[src/rtl/cntr_defs.sv]
// Shared definitions for the up/down counter: state codes and command priority encoding.
package cntr_defs;

    localparam int STATE_W = 3;

    typedef enum logic [STATE_W-1:0] {
        ST_IDLE    = 3'b000,
        ST_LOAD    = 3'b001,
        ST_INC     = 3'b010,
        ST_INC2    = 3'b011,
        ST_DEC     = 3'b100,
        ST_DEC2    = 3'b101,
        ST_HOLD    = 3'b110,
        ST_ILLEGAL = 3'b111
    } state_e;

    typedef enum logic [2:0] {
        CMD_NONE = 3'd0,
        CMD_DEC  = 3'd1,
        CMD_INC  = 3'd2,
        CMD_LOAD = 3'd3,
        CMD_CLR  = 3'd4
    } cmd_e;

    // Highest-priority command wins: clr > load > inc > dec.
    function automatic cmd_e cmd_decode(input logic clr, input logic load,
                                        input logic inc, input logic dec);
        if (clr)       return CMD_CLR;
        else if (load) return CMD_LOAD;
        else if (inc)  return CMD_INC;
        else if (dec)  return CMD_DEC;
        else           return CMD_NONE;
    endfunction

endpackage

[src/rtl/cla_n.sv]
// Parametrised carry-lookahead adder: s = a + b + ci, co = carry out. Purely combinational.
module cla_n #(
    parameter int WIDTH = 8
) (
    input  logic [WIDTH-1:0] a,
    input  logic [WIDTH-1:0] b,
    input  logic             ci,
    output logic [WIDTH-1:0] s,
    output logic             co
);

    logic [WIDTH-1:0] g;
    logic [WIDTH-1:0] p;
    logic [WIDTH:0]   c;

    assign g = a & b;
    assign p = a ^ b;

    // Each carry is expanded as a flat sum of generate terms gated by the propagate chain.
    always_comb begin
        logic acc;
        logic pp;
        acc  = 1'b0;
        pp   = 1'b1;
        c    = '0;
        c[0] = ci;
        for (int i = 1; i <= WIDTH; i++) begin
            acc = 1'b0;
            pp  = 1'b1;
            for (int j = i - 1; j >= 0; j--) begin
                acc = acc | (pp & g[j]);
                pp  = pp & p[j];
            end
            c[i] = acc | (pp & ci);
        end
    end

    assign s  = p ^ c[WIDTH-1:0];
    assign co = c[WIDTH];

endmodule

[src/rtl/cntr_ud_n.sv]
// Registered up/down counter with load/clear/hold, terminal-count and wrap flags; 1-cycle command-to-output.
// Define CNTR_UD_SAT_EN to clamp at 0 / 2^WIDTH-1 instead of wrapping.
module cntr_ud_n
    import cntr_defs::*;
#(
    parameter int WIDTH = 8,
    parameter int STEP  = 1
) (
    input  logic             clk,
    input  logic             reset,
    input  logic             clr,
    input  logic             load,
    input  logic             inc,
    input  logic             dec,
    input  logic [WIDTH-1:0] d_in,
    output logic [WIDTH-1:0] d_out,
    output logic [2:0]       state,
    output logic             tc,
    output logic             wrap
);

    localparam logic [WIDTH-1:0] STEP_V = WIDTH'(STEP);

    state_e           state_q, state_d;
    logic [WIDTH-1:0] d_q, d_d;
    logic             wrap_q, wrap_d;
    cmd_e             cmd;
    logic             sub;
    logic [WIDTH-1:0] add_b;
    logic [WIDTH-1:0] sum;
    logic             co;

    assign cmd = cmd_decode(clr, load, inc, dec);

    always_comb begin
        state_d = ST_HOLD;
        if (state_q == ST_ILLEGAL) begin
            state_d = ST_IDLE;
        end else begin
            case (cmd)
                CMD_CLR:  state_d = ST_IDLE;
                CMD_LOAD: state_d = ST_LOAD;
                CMD_INC:  state_d = (state_q == ST_INC) ? ST_INC2 : ST_INC;
                CMD_DEC:  state_d = (state_q == ST_DEC) ? ST_DEC2 : ST_DEC;
                default:  state_d = (state_q == ST_IDLE) ? ST_IDLE : ST_HOLD;
            endcase
        end
    end

    // Subtract shares the adder: d + ~STEP + 1, where a missing carry means borrow.
    assign sub   = (state_d == ST_DEC) || (state_d == ST_DEC2);
    assign add_b = sub ? ~STEP_V : STEP_V;

    cla_n #(.WIDTH(WIDTH)) u_add (
        .a  (d_q),
        .b  (add_b),
        .ci (sub),
        .s  (sum),
        .co (co)
    );

    always_comb begin
        d_d    = d_q;
        wrap_d = 1'b0;
        case (state_d)
            ST_IDLE: d_d = '0;
            ST_LOAD: d_d = d_in;
            ST_INC, ST_INC2: begin
                wrap_d = co;
`ifdef CNTR_UD_SAT_EN
                d_d = co ? '1 : sum;
`else
                d_d = sum;
`endif
            end
            ST_DEC, ST_DEC2: begin
                wrap_d = ~co;
`ifdef CNTR_UD_SAT_EN
                d_d = co ? sum : '0;
`else
                d_d = sum;
`endif
            end
            default: d_d = d_q;
        endcase
    end

    always_ff @(posedge clk or posedge reset) begin
        if (reset) begin
            state_q <= ST_IDLE;
            d_q     <= '0;
            wrap_q  <= 1'b0;
        end else begin
            state_q <= state_d;
            d_q     <= d_d;
            wrap_q  <= wrap_d;
        end
    end

    always_comb begin
        tc = 1'b0;
        case (state_q)
            ST_INC, ST_INC2: tc = (d_q == '1);
            ST_DEC, ST_DEC2: tc = (d_q == '0);
            default:         tc = 1'b0;
        endcase
    end

    assign d_out = d_q;
    assign state = state_q;
    assign wrap  = wrap_q;

endmodule

[config.mk]
export PLATFORM = sky130hd
export DESIGN_NAME = cntr_ud_n
export DESIGN_NICKNAME = d
export VERILOG_FILES = /design/src/rtl/cntr_defs.sv /design/src/rtl/cla_n.sv /design/src/rtl/cntr_ud_n.sv
export SDC_FILE = /design/constraint.sdc
export NUM_CORES = 1
export LEC_CHECK = 0
export CAP_MARGIN = 20
export CORE_MARGIN = 4
export CORE_UTILIZATION = 53
export CTS_CLUSTER_SIZE = 10
export DETAILED_ROUTE_END_ITERATION = 7
export PLACE_DENSITY = 0.95
export RECOVER_POWER = 100
export SETUP_SLACK_MARGIN = 0.15
export SLEW_MARGIN = 20
export SYNTH_ARGS = -nofsm -noshare
export SYNTH_HDL_FRONTEND = slang
export SYNTH_SLANG_ARGS = --single-unit
[constraint.sdc]
create_clock -name clk -period 4.9 [get_ports clk]
set_input_delay 0.49 -clock clk [delete_from_list [all_inputs] [get_ports clk]]
set_output_delay 0.49 -clock clk [all_outputs]
set_load 0.005 [all_outputs]
==> results.md <==
- Syn Area/Cell: 8.90 sq um
- Number of antenna violations at the first check in global routing: 0
- Area delta synth->final: 24.0%
- Final setup violation count: 0
- Combinational power share: between 20 and 30%
- Worst Hold Class: reg -> reg
- Pleak: 0.642 nW
- Hold path startpoint: d_out[3]
- Chip width: 54.9 um
- Part of the power in registers: between 40 and 50%
- HPWL Detailed: between 2000 and 3000 um
- Post-synth ARST share: between 90% and 100%
- Max Slew Vio Count: 0
- Startpoint Class: input port
- Worst hold stages: 1
- Placer Congestion: 0.984
- Largest net degree at the start of global routing: 15
- Register area: about 300 sq um
- RSZ-0062 raised after global routing: false
- Port buffer count: 26
- Row cnt: 16
- R2r setup slk: between 1000 and 1500 ps
- Fmax: ~260 MHz
- Outcome: complete, no violations
- Final period util: a little under 80%
- Synth warnings: 0
- Top cells by area, synth: dfrtp_1, ha_1, inv_1
- Post-synth cell types: between 40 and 50
- Net Sw Frac: between 30% and 40%
- CP Cell Sequence: dlygate4sd3_1 -> nand2b_1 -> nor3_1 -> clkbuf_1 -> ha_1 -> o41ai_1 -> a31o_2 -> mux2_1 -> o21ai_0
- Cts hold-fix bufs: 0
- Sequential share of the synthesized area: between 20 and 30%
- Area occupied by multi-input gates: a little under 800 sq um
- H-tree depth: 1
- Die Span Y: about 55 um
- Vias in the first global route: 1112
- Syn nets: ~160
- CTS buffer count: 3
- Worst-Skew Late Latency: between 200 and 300 ps
- Die area: between 3000 and 4000 sq um
- Wire per inst: about 18 um
- Area share of the largest cell type after synthesis: 25.8%
- Maximum vdd drop: about 0.12 mV
- IO Pins: 27
- Total power: roughly 0.28 mW
- Post-CTS Setup Bufs: 0
- Pwr/cell area: ~190 nW/um^2
- Hold path endpoint: d_out[3]
- Origin of the critical flop-to-flop path: state[2]
- Synth Register Bits: 12
- Synth top cells by count: ha_1, dfrtp_1, inv_1
- Worst Path Required: around 5100 ps
- Post-CTS resize count: 0
- Area leader, netlist: dfrtp_1
- DRC violations left: 0
- Total number of vias: between 1000 and 1500
- Worst path slowest cell: dlygate4sd3_1
- Layout fillers: around 160
- Max Cap Violations: 0
- Fin nets: 187
- TritonCTS clock tree: done
- Fin Clk Skew: ~6.7 ps
- Net Switching: 0.0877 mW
- WL final: ~3400 um
- Iteration-0 DRC Markers: 80
- Setup_tns: 0 ps
- Reg2Reg Depth: 8
- Internal power: between 0.15 and 0.2 mW
- Count leader, synth: ha_1
- Critical R2R Capture: d_out[6]
- Crit path max fanout: 14
- Number of synthesized flops with an enable pin: 0
- Crit end category: register
- First-pass GRT wire length: roughly 5300 um
- Mapped Cells: approximately 130
- Initial Util: roughly 58%
- Pre-antenna DRT Iters: 4
- Root buf cell: clkbuf_4
- Share of cells above drive strength 1: 5.70%
- CP peak stage delay: around 700 ps
- Max-slew headroom: around two fifths
- Most common flop cell mapped by yosys: dfrtp_1
- Tmin final: around 3800 ps
- Remaining Overflow, GRT: 0
- Worst Path Arrival: roughly 4000 ps
- Clock transition at path regs: around 80 ps
- Vias per cell: between 6 and 7
- Final-report hold violation count: 0
- Global-route usage over all layers: 25.4%
- Clock sinks: 12
- Clock share of power: 28.8%
- Remaining antenna violation count after routing: 0
- Slew @ Worst Pin: about 900 ps
- Core outline area: 2020 sq um
- Ant diodes: 0
- Synthesized cell area: 1170 sq um
- Clock buffer depth: 2
- Crit path kind: in -> reg
## state kept, by name, indices dropped and copies added, names as in the netlist
register	flops
d_out	8
state	3
wrap	1
## critical path, delay by kind of cell
family | cells | cell delay (ps)
AOI/OAI and AO/OA | 3 | 1030
adders and majority gates | 1 | 410
buffers and inverters | 2 | 1260
muxes | 1 | 350
and+or+nand+nor | 2 | 450
## worst max-delay path by stage
| stage | start | to | slack (ps) | depth (start not counted) |
|---|---|---|---|---|
| finish | inc | d_out[6] | 1100 | 9 |
| global route | inc | d_out[6] | 940 | 9 |
| global placement | inc | d_out[3] | 1650 | 10 |
| floorplan | clr | d_out[3] | 1950 | 9 |
| CTS | inc | d_out[3] | 1790 | 10 |
| detailed placement | inc | d_out[3] | 1500 | 10 |
## power by group through the flow
| stage | clock, mW | sequential, mW | combinational, mW |
|---|---|---|---|
| finish | 0.0796 | 0.118 | 0.0794 |
| CTS | 0.0805 | 0.117 | 0.0839 |
| detailed placement | 0 | 0.119 | 0.0833 |
| floorplan | 0 | 0.116 | 0.0475 |
| global route | 0.0879 | 0.119 | 0.0865 |
| global placement | 0 | 0.119 | 0.0801 |
## metrics by stage
| stage | instance area, sq um | worst slack, ps | instances | util (%) | hold slack, ps |
|---|---|---|---|---|---|
| after detailed placement | 1450 | 1500 | 181 | 71.5 | 611 |
| after global routing | 1450 | 940 | 185 | 71.5 | 676 |
| after floorplan | 1170 | 1950 | 131 | - | 355 |
| after global placement | 1450 | 1650 | 181 | 71.5 | 600 |
| final | 1450 | 1100 | 185 | 71.5 | 629 |
| after CTS | 1480 | 1790 | 185 | 73.3 | 537 |
## routing by layer
| layer | vias to the layer above | share of wire (%) | track usage [%] |
|---|---|---|---|
| li1 | 563 | - | - |
| met1 | 556 | 41 | 32.1 |
| met2 | 72 | 47 | 43.1 |
| met3 | 14 | 9.4 | 3.75 |
| met4 | 0 | 2.7 | 10.1 |
| met5 | - | 0 | 0 |
## final cells by class
cell class / instances / area share [%]
timing repair buffer: 27 / 18.3
tap: 27 / 2.34
multi-input combinational: 104 / 53.3
inverter: 11 / 2.85
sequential: 12 / 20.8
clock buffer: 4 / 2.51
## cells in the final DEF (no fill, tap or decap), types with 3 or more instances in the layout
cell type,n
dlygate4sd3_1,16
nand3_1,4
nand2_1,8
clkdlybuf4s50_1,10
nor3_1,7
a21oi_1,7
nor2_1,8
o21ai_0,5
nand4_1,4
a22oi_1,4
dfrtp_1,12
ha_1,13
inv_1,11
clkbuf_4,3
## cells by family (layout without fill, tap and decap cells)
group / count (synthesis) / after routing / share of synthesized area (%)
AOI/OAI and AO/OA: 39 / 39 / 26.2
xor gates and xnor gates: 2 / 2 / 1.50
adders and majority gates: 14 / 14 / 15.7
buffers and inverters: 15 / 42 / 5.47
DFF: 12 / 12 / 25.8
muxes: 1 / 1 / 0.966
and+or+nand+nor: 48 / 48 / 24.5
(Power assumes the default switching activity.)
